==> src/rtl/mips_run_pkg.sv <==
// mips_run_pkg: shared FSM encoding and default timing constants for the MIPS run controller.
package mips_run_pkg;
    typedef enum logic [2:0] {IDLE, HOLD, RELEASE, RUN, DONE} state_e;
    localparam int MAX_DOMAINS     = 8;
    localparam int DEF_HOLD_CYCLES = 2;
    localparam int DEF_STAGGER     = 1;
endpackage

==> src/rtl/mips_run_ctrl_reset_sync.sv <==
// reset_sync: 2-flop synchronizer, asserts asynchronously and deasserts on the second clock edge.
module reset_sync (
    input  logic clk,
    input  logic rst_ni,
    output logic rst_no
);
    logic [1:0] sync_q;
    always_ff @(posedge clk or negedge rst_ni) begin
        if (!rst_ni) sync_q <= '0;
        else         sync_q <= {sync_q[0], 1'b1};
    end
    assign rst_no = sync_q[1];
endmodule

==> src/rtl/mips_run_ctrl.sv <==
// mips_run_ctrl: sequences core reset hold, staggered domain release, budgeted run and completion.
module mips_run_ctrl
    import mips_run_pkg::*;
#(
    parameter int NUM_DOMAINS = 2,
    parameter int HOLD_CYCLES = DEF_HOLD_CYCLES,
    parameter int STAGGER     = DEF_STAGGER,
    parameter int BUDGET_W    = 32
) (
    input  logic                   clk,
    input  logic                   reset,
    input  logic                   start,
    input  logic [BUDGET_W-1:0]    budget,
    input  logic                   halt_req,
    output logic [NUM_DOMAINS-1:0] cpu_reset,
    output logic                   running,
    output logic                   done,
    output logic                   timeout,
    output logic [BUDGET_W-1:0]    cycle_count
);
    // One counter serves both the hold phase and the release phase.
    localparam int REL_SPAN = (NUM_DOMAINS - 1) * STAGGER;
    localparam int CNT_MAX  = HOLD_CYCLES > REL_SPAN ? HOLD_CYCLES : REL_SPAN;
    localparam int CNT_W    = $clog2(CNT_MAX + 2);

    logic                   rst_sync_n;
    state_e                 state_q, state_d;
    logic [CNT_W-1:0]       cnt_q, cnt_d;
    logic [BUDGET_W-1:0]    budget_q, budget_d, cc_q, cc_d;
    logic [NUM_DOMAINS-1:0] cpu_reset_q, cpu_reset_d, rel_hit;
    logic                   running_q, running_d, done_q, done_d, timeout_q, timeout_d;
    logic                   expire;

    reset_sync u_reset_sync (
        .clk    (clk),
        .rst_ni (reset),
        .rst_no (rst_sync_n)
    );

    always_comb begin
        rel_hit = '0;
        for (int i = 0; i < NUM_DOMAINS; i++)
            rel_hit[i] = (state_q == RELEASE) && (cnt_q == CNT_W'(i * STAGGER));
    end

    assign expire = (budget_q != '0) && (cc_q == budget_q - BUDGET_W'(1));

    always_comb begin
        state_d     = state_q;
        cnt_d       = cnt_q;
        budget_d    = budget_q;
        cc_d        = cc_q;
        cpu_reset_d = cpu_reset_q & ~rel_hit;
        running_d   = running_q;
        done_d      = done_q;
        timeout_d   = timeout_q;
        unique case (state_q)
            IDLE, DONE: if (start) begin
                state_d   = HOLD;
                budget_d  = budget;
                cnt_d     = '0;
                cc_d      = '0;
                done_d    = 1'b0;
                timeout_d = 1'b0;
            end
            HOLD: begin
                state_d = (cnt_q == CNT_W'(HOLD_CYCLES - 1)) ? RELEASE : HOLD;
                cnt_d   = (cnt_q == CNT_W'(HOLD_CYCLES - 1)) ? '0 : cnt_q + CNT_W'(1);
            end
            RELEASE: begin
                cnt_d = cnt_q + CNT_W'(1);
                if (rel_hit[NUM_DOMAINS-1]) begin
                    state_d   = RUN;
                    cc_d      = '0;
                    running_d = 1'b1;
                end
            end
            RUN: begin
                cc_d = (&cc_q) ? cc_q : cc_q + BUDGET_W'(1);
                if (halt_req || expire) begin
                    state_d     = DONE;
                    running_d   = 1'b0;
                    done_d      = 1'b1;
                    timeout_d   = !halt_req;
                    cpu_reset_d = '1;
                end
            end
            default: state_d = IDLE;
        endcase
    end

    always_ff @(posedge clk or negedge rst_sync_n) begin
        if (!rst_sync_n) begin
            state_q     <= IDLE;
            cnt_q       <= '0;
            budget_q    <= '0;
            cc_q        <= '0;
            cpu_reset_q <= '1;
            running_q   <= 1'b0;
            done_q      <= 1'b0;
            timeout_q   <= 1'b0;
        end else begin
            state_q     <= state_d;
            cnt_q       <= cnt_d;
            budget_q    <= budget_d;
            cc_q        <= cc_d;
            cpu_reset_q <= cpu_reset_d;
            running_q   <= running_d;
            done_q      <= done_d;
            timeout_q   <= timeout_d;
        end
    end

    assign cpu_reset   = cpu_reset_q;
    assign running     = running_q;
    assign done        = done_q;
    assign timeout     = timeout_q;
    assign cycle_count = cc_q;
endmodule

==> config.mk <==
export PLATFORM = sky130hd
export DESIGN_NAME = mips_run_ctrl
export DESIGN_NICKNAME = d
export VERILOG_FILES = /design/src/rtl/mips_run_pkg.sv /design/src/rtl/mips_run_ctrl_reset_sync.sv /design/src/rtl/mips_run_ctrl.sv
export SDC_FILE = /design/constraint.sdc
export NUM_CORES = 1
export LEC_CHECK = 0
export CELL_PAD_IN_SITES_DETAIL_PLACEMENT = 0
export CELL_PAD_IN_SITES_GLOBAL_PLACEMENT = 2
export CORE_MARGIN = 3
export CORE_UTILIZATION = 30
export DETAILED_ROUTE_END_ITERATION = 10
export PLACE_DENSITY_LB_ADDON = 0.25
export SLEW_MARGIN = 10
export SYNTH_ARGS = -nofsm -noshare
export SYNTH_HDL_FRONTEND = slang
export SYNTH_SLANG_ARGS = --single-unit
==> constraint.sdc <==
create_clock -name clk -period 6.66 [get_ports clk]
set_input_delay 1.332 -clock clk [delete_from_list [all_inputs] [get_ports clk]]
set_output_delay 1.332 -clock clk [all_outputs]
set_load 0.1 [all_outputs]
==> impl_metrics.toml <==
[synth]
synth_cell_types = 61
ys_seq_area_share_pct = 41.3
syn_nets = 587
synth_area_per_cell_um2 = 8.45
async_reset_ff_share_pct = 100
syn_area_um2 = 4610
synth_flop_cell = "dfrtp_1"
ys_ff_latch = 76
synth_cells = 546
ys_warn_count = 0
synth_edf_count = 0

[routing]
avgViaCountPerCell = 5.11
wl_per_cell_um = 17.1
wl_um = 13600
postRouteAntennaNets = 0
drc_errors = 0
route.vias.total = 4074
first_pass_iters = 4
drt-initial-drc-count = 268

[die]
initial_utilization_pct = 31.2
ios = 73
coreArea_um2 = 14800
die_w_um = 130
rows = 44
die-height_um = 130
die-area_um2 = 16900

[sta]
fmax_mhz = 289
finalMaxSlewViolations = 0
finalHoldViolations = 0
rsz0062_at_grt = "false"
maxSlewHeadroom_pct = 33.2
finalCriticalPeriod_ns = 3.45
finalClockSkew_ns = 0.00786
holdWs_ns = 0.356
fin_tns_setup_ns = 0
setup_violations = 0
worst_pin_slew_ns = 1.00
period_share_pct = 51.9

[placed_design]
gp_congestion = 0.829
place_hpwl_um = 9930
portBuffers = 72

[global_routing]
grt_start_max_net_pins = 75
antenna_found_initial = 0
grt_pass1_wl_um = 22500
grt_pass1_vias = 4197
grt_util_all_layers_pct = 17.1
grt-ovfl-total = 0

[finish]
drive_above_1_share_pct = 7.01
area_growth_pct = 25.8
num-fill-cells = 1511
fin_nets = 649
regArea_um2 = 1910
multi_input_area_um2 = 2550
diodes = 0

[worst_setup_path]
crit_path_end_kind = "flop"
crit_type = "reg -> reg"
path_max_fanout = 6
critPathRequiredTime_ns = 6.88
arrival_ns = 3.68
rrSetupSlack_ns = 3.21
cp-start-kind = "flop"
worstReg2RegEnd = "running$_DFFE_PN0P_"
ff2ff_path_depth = 11
r2r-start = "budget_q[0]$_DFFE_PN0P_"

[power]
p_sw_uw = 1010
p_total_uw = 2290
internal_power_uw = 1280
clkPwrFrac_pct = 23.1
swShare_pct = 44.3
power_frac_seq_pct = 35.3
ir_drop_uv = 128
powerDensity_nw_per_um2 = 395
power.leakage_uw = 0.00238
power.share.combinational_pct = 41.6

[hold_path]
hold_end = "u_reset_sync.sync_q[1]$_DFF_PN0_"
hold_class = "reg -> reg"
hp-start = "u_reset_sync.sync_q[0]$_DFF_PN0_"
worstHoldPathCells = 0

[clock_network]
cts_sinks = 76
cts_setup_buffers = 0
cts_resized = 0
cts.clk_slew.worst_paths_ns = 0.06
hold_buffers = 0
h-tree-depth = 3
cts_tree = "yes"
clock_tree.root_cell = "clkbuf_16"
cts_made_buffers = 9
cts_buffer_depth = 2
insertion_delay_ns = 0.34

[flow_run]
maxCapViolations = 0

[outcome]
status = "completed"
worst max path at each step:
stage,start,to,slack (ns),depth (start not counted)
after floorplan,cycle_count[11]$_DFFE_PN0P_,cycle_count[23]$_DFFE_PN0P_,3.36,11
after global placement,start,cycle_count[31]$_DFFE_PN0P_,3.12,8
after detailed placement,start,cycle_count[23]$_DFFE_PN0P_,3.06,8
after CTS,budget_q[0]$_DFFE_PN0P_,running$_DFFE_PN0P_,3.16,11
after global routing,budget_q[0]$_DFFE_PN0P_,running$_DFFE_PN0P_,2.72,11
final,budget_q[0]$_DFFE_PN0P_,running$_DFFE_PN0P_,3.21,11
registers in the layout, indices dropped and copies added, names as in the netlist:
| register | flops |
|---|---|
| state_q | 3 |
| budget_q | 32 |
| running | 1 |
| cycle_count | 32 |
| timeout | 1 |
| done | 1 |
| cpu_reset | 2 |
| cnt_q | 2 |
| u_reset_sync.sync_q | 2 |
stage by stage:
stage                     cells  util (%)  area (um2)  worst slack [ns]
after floorplan             546         -        4610              3.36
after global placement      781      37.0        5490              3.12
after detailed placement    781      37.0        5490              3.06
after CTS                   797      39.2        5800              3.16
after global routing        797      39.2        5800              2.72
final                       797      39.2        5800              3.21
cells in the mapped netlist, types with 4 or more instances:
master | number | share of area (%)
a21oi_1 | 9 | 0.98
a31oi_1 | 8 | 1.1
and2_1 | 4 | 0.54
and3_1 | 6 | 0.81
buf_2 | 8 | 0.87
clkbuf_1 | 16 | 1.3
dfrtp_1 | 74 | 40
ha_1 | 5 | 1.4
inv_1 | 12 | 0.98
nand2_1 | 133 | 11
nand2b_1 | 5 | 0.68
nand3_1 | 16 | 1.7
nand4_1 | 15 | 2.0
nor2_1 | 45 | 3.7
nor3_1 | 18 | 2.0
nor4_1 | 8 | 1.1
nor4_4 | 4 | 1.8
o21ai_0 | 32 | 3.5
or3_1 | 6 | 0.81
or4_1 | 4 | 0.65
xnor2_1 | 37 | 7.0
xor2_1 | 29 | 5.5
metal layers:
layer	global-route usage, %	vias to the layer above	routed length, um
li1	-	1998	-
met1	23.9	1991	6540
met2	27.0	75	6470
met3	2.62	10	424
met4	6.17	0	184
met5	0	-	0
cells by family after synthesis:
logic type | after synthesis | share of synthesized area [%]
AO/OA/AOI/OAI | 72 | 9.98
XOR/XNOR | 66 | 12.5
buffers and inverters | 37 | 3.39
adder cells (fa/ha/maj) | 5 | 1.36
flip-flops | 76 | 41.3
multiplexers | 2 | 0.461
AND/OR/NAND/NOR | 287 | 30.9
other | 1 | 0.0813
placed cells by master, fill, tap and decap left out, types with 9 or more instances in the layout:
cell,instances
a21oi_1,9
clkbuf_16,9
clkdlybuf4s50_1,72
dfrtp_1,73
inv_1,12
nand2_1,133
nand3_1,16
nand4_1,15
nor2_1,45
nor3_1,18
o21ai_0,32
xnor2_1,37
xor2_1,29
critical path, stage by stage, from the launching register on:
cell,delay (ns)
dfrtp_1,0.44
inv_1,0.10
ha_1,0.20
nor3b_1,0.57
nand2_1,0.24
nor3_1,0.54
nand2_1,0.13
xnor2_1,0.15
nor4_1,0.40
a41oi_2,0.27
nor2_2,0.22
nor2_1,0.07
power by group through the flow:
stage / registers [uW] / clock network (uW) / logic, uW
global placement: 817 / 0 / 949
finish: 808 / 529 / 953
global route: 841 / 565 / 1070
detailed placement: 819 / 0 / 960
CTS: 813 / 546 / 963
floorplan: 853 / 0 / 658
final cells by class:
type | instances | share of cell area [%]
multi-input combinational | 433 | 44.0
sequential | 76 | 32.8
timing repair buffer | 76 | 12.9
clock buffer | 11 | 4.18
tap | 184 | 3.97
clock inverter | 5 | 1.29
inverter | 12 | 0.776
Power figures use the tool's default switching activity.
==> RTL edit, RTL diff (same settings) <==
Make the reset (`rst_ni` and `rst_sync_n`) synchronous in 2 clocked blocks. Comments in the files are not updated.
--- a/src/rtl/mips_run_ctrl_reset_sync.sv
+++ b/src/rtl/mips_run_ctrl_reset_sync.sv
@@ -5,7 +5,7 @@
     output logic rst_no
 );
     logic [1:0] sync_q;
-    always_ff @(posedge clk or negedge rst_ni) begin
+    always_ff @(posedge clk) begin
         if (!rst_ni) sync_q <= '0;
         else         sync_q <= {sync_q[0], 1'b1};
     end
--- a/src/rtl/mips_run_ctrl.sv
+++ b/src/rtl/mips_run_ctrl.sv
@@ -89,7 +89,7 @@
         endcase
     end
 
-    always_ff @(posedge clk or negedge rst_sync_n) begin
+    always_ff @(posedge clk) begin
         if (!rst_sync_n) begin
             state_q     <= IDLE;
             cnt_q       <= '0;
Behaviour: differs if reset is asserted again (counterexample within 10 cycles, from zero or initial values and one cycle with reset low); with reset held inactive, the same outputs for 10 cycles.
==> RTL edit against the original RTL <==
  * Wire length decreased by 2.3%
  * Area after synthesis about the same
  * Die area about the same
  * Worst setup slack got worse by 22 ps
  * Count of clock-buffer cells in the layout increased by 2
  * Worst hold slack improved by 75 ps
  * Design area decreased by 1.4%
  * Non-clock buffer count decreased by 1
  * Sequential cell count unchanged
  * Clock skew decreased by 3.2 ps
Power is not compared: it rests on default switching activity, and its combinational part moved more than twofold at a synthesized area within 25%.
==> RTL edit: results (changes against the original RTL) <==
| Metric | Value |
|---|---|
| Dominant synthesized flop cell | `dfxtp_1 (was dfrtp_1)` |
| WL met2 | `5920 um (was 6470 um)` |
| Met3 routed wirelength | `551 um (was 424 um)` |
| Fillers | `1531 (was 1511)` |
| Post-synth ARST share | `0% (was 100%)` |
| Wire length on met1 | `6610 um (was 6540 um)` |
| Placed cell area | `5450 um^2 (was 5490 um^2)` |
| Initial antenna violation count | `0 (unchanged)` |
| CP arrival | `2140 ps (was 3680 ps)` |
| Setup crit start | `cycle_count[2] (was budget_q[0])` |
| DP Cell Count | `809 (was 781)` |
| Share of cells above drive strength 1 | `5.63% (was 7.01%)` |
| RR Startpoint | `budget_q[6] (was budget_q[0])` |
| CP max-delay cell | `clkdlybuf4s50_1 (was nor3b_1)` |
| Pre-CTS setup slack | `2820 ps (was 3060 ps)` |
| Top Family by Delay on Critical Path | `buffers and inverters (was simple AND/OR/NAND/NOR gates)` |
| Critical path endpoint | `cycle_count[2] (was running)` |
| Post-Synthesis Cells | `586 (was 546)` |
| Largest net degree at the start of global routing | `51 (was 75)` |
| R2R Path End | `running (unchanged)` |
| Reg2reg setup slack | `3440 ps (was 3210 ps)` |
| Global-route wire length before repair | `22200 um (was 22500 um)` |
| GPL Wtd Cong | `0.836 (was 0.829)` |
| Met2 Usage GRT | `25.8% (was 27.0%)` |
| Post-route insts no fill | `824 (was 797)` |
| Wirelength, routed | `13300 um (was 13600 um)` |
| Top cells by area, synth | `dfxtp_1, xnor2_1, nand2_1 (was dfrtp_1, nand2_1, xnor2_1)` |
| Run status | `finished, final reports clean (unchanged)` |
| Syn nets | `627 (was 587)` |
| GR Util met1 | `22.7% (was 23.9%)` |
| Final net count | `677 (was 649)` |
| Sequential share of the synthesized area | `33.0% (was 41.3%)` |
| All-Layer GR Usage | `16.6% (was 17.1%)` |
| FF-to-FF path depth | `7 (was 11)` |
| Slowest Stage Delay on Critical Path | `1220 ps (was 570 ps)` |
| Max-Slew Margin vs Limit | `34.3% (was 33.2%)` |
| Fin Clk Skew | `4.66 ps (was 7.86 ps)` |
| M3 GR Usage | `3.89% (was 2.62%)` |
| Clock-pin slew on the worst setup and hold paths | `60 ps (about the same)` |
## RTL edit: stage by stage
| stage | hold WS [ps] | utilization, % |
|---|---|---|
| 2_1_floorplan | 406 | - |
| 3_3_place_gp | 414 | 36.8 |
| 3_5_place_dp | 419 | 36.8 |
| 4_1_cts | 438 | 38.6 |
| 5_1_grt | 452 | 38.6 |
| 6_report | 431 | 38.6 |
## RTL edit: kinds of logic after synthesis
| kind of cell | Yosys count | synth area share, % |
|---|---|---|
| xor gates and xnor gates | 63 | 12.0 |
| and+or+nand+nor | 268 | 30.2 |
| AOI/OAI and AO/OA | 115 | 17.7 |
| DFF | 76 | 33.0 |
| buffers and inverters | 53 | 4.50 |
| adders and majority gates | 6 | 1.57 |
| muxes | 5 | 1.11 |
## RTL edit: how the worst min path moves through the flow
stage                                       from                endpoint  slack [ps]  depth (start not counted)
final                     u_reset_sync.sync_q[0]  u_reset_sync.sync_q[1]         430                          1
after detailed placement  u_reset_sync.sync_q[0]  u_reset_sync.sync_q[1]         420                          1
after floorplan           u_reset_sync.sync_q[0]  u_reset_sync.sync_q[1]         410                          1
after global placement    u_reset_sync.sync_q[0]  u_reset_sync.sync_q[1]         410                          1
after global routing      u_reset_sync.sync_q[0]  u_reset_sync.sync_q[1]         450                          1
after CTS                 u_reset_sync.sync_q[0]  u_reset_sync.sync_q[1]         440                          1
## RTL edit: power by group
group / internal (uW) / total (uW) / switching (uW)
Sequential: 462 / 476 / 13.3
Clock: 269 / 456 / 187
Combinational: 74.3 / 162 / 88.2
Total: 806 / 1090 / 288
## RTL edit: final cells by class
type	count	area share, %
timing repair buffer	75	13.0
tap	184	4.02
multi-input combinational	457	50.5
sequential	76	26.6
clock inverter	2	0.175
clock buffer	13	4.55
inverter	17	1.12
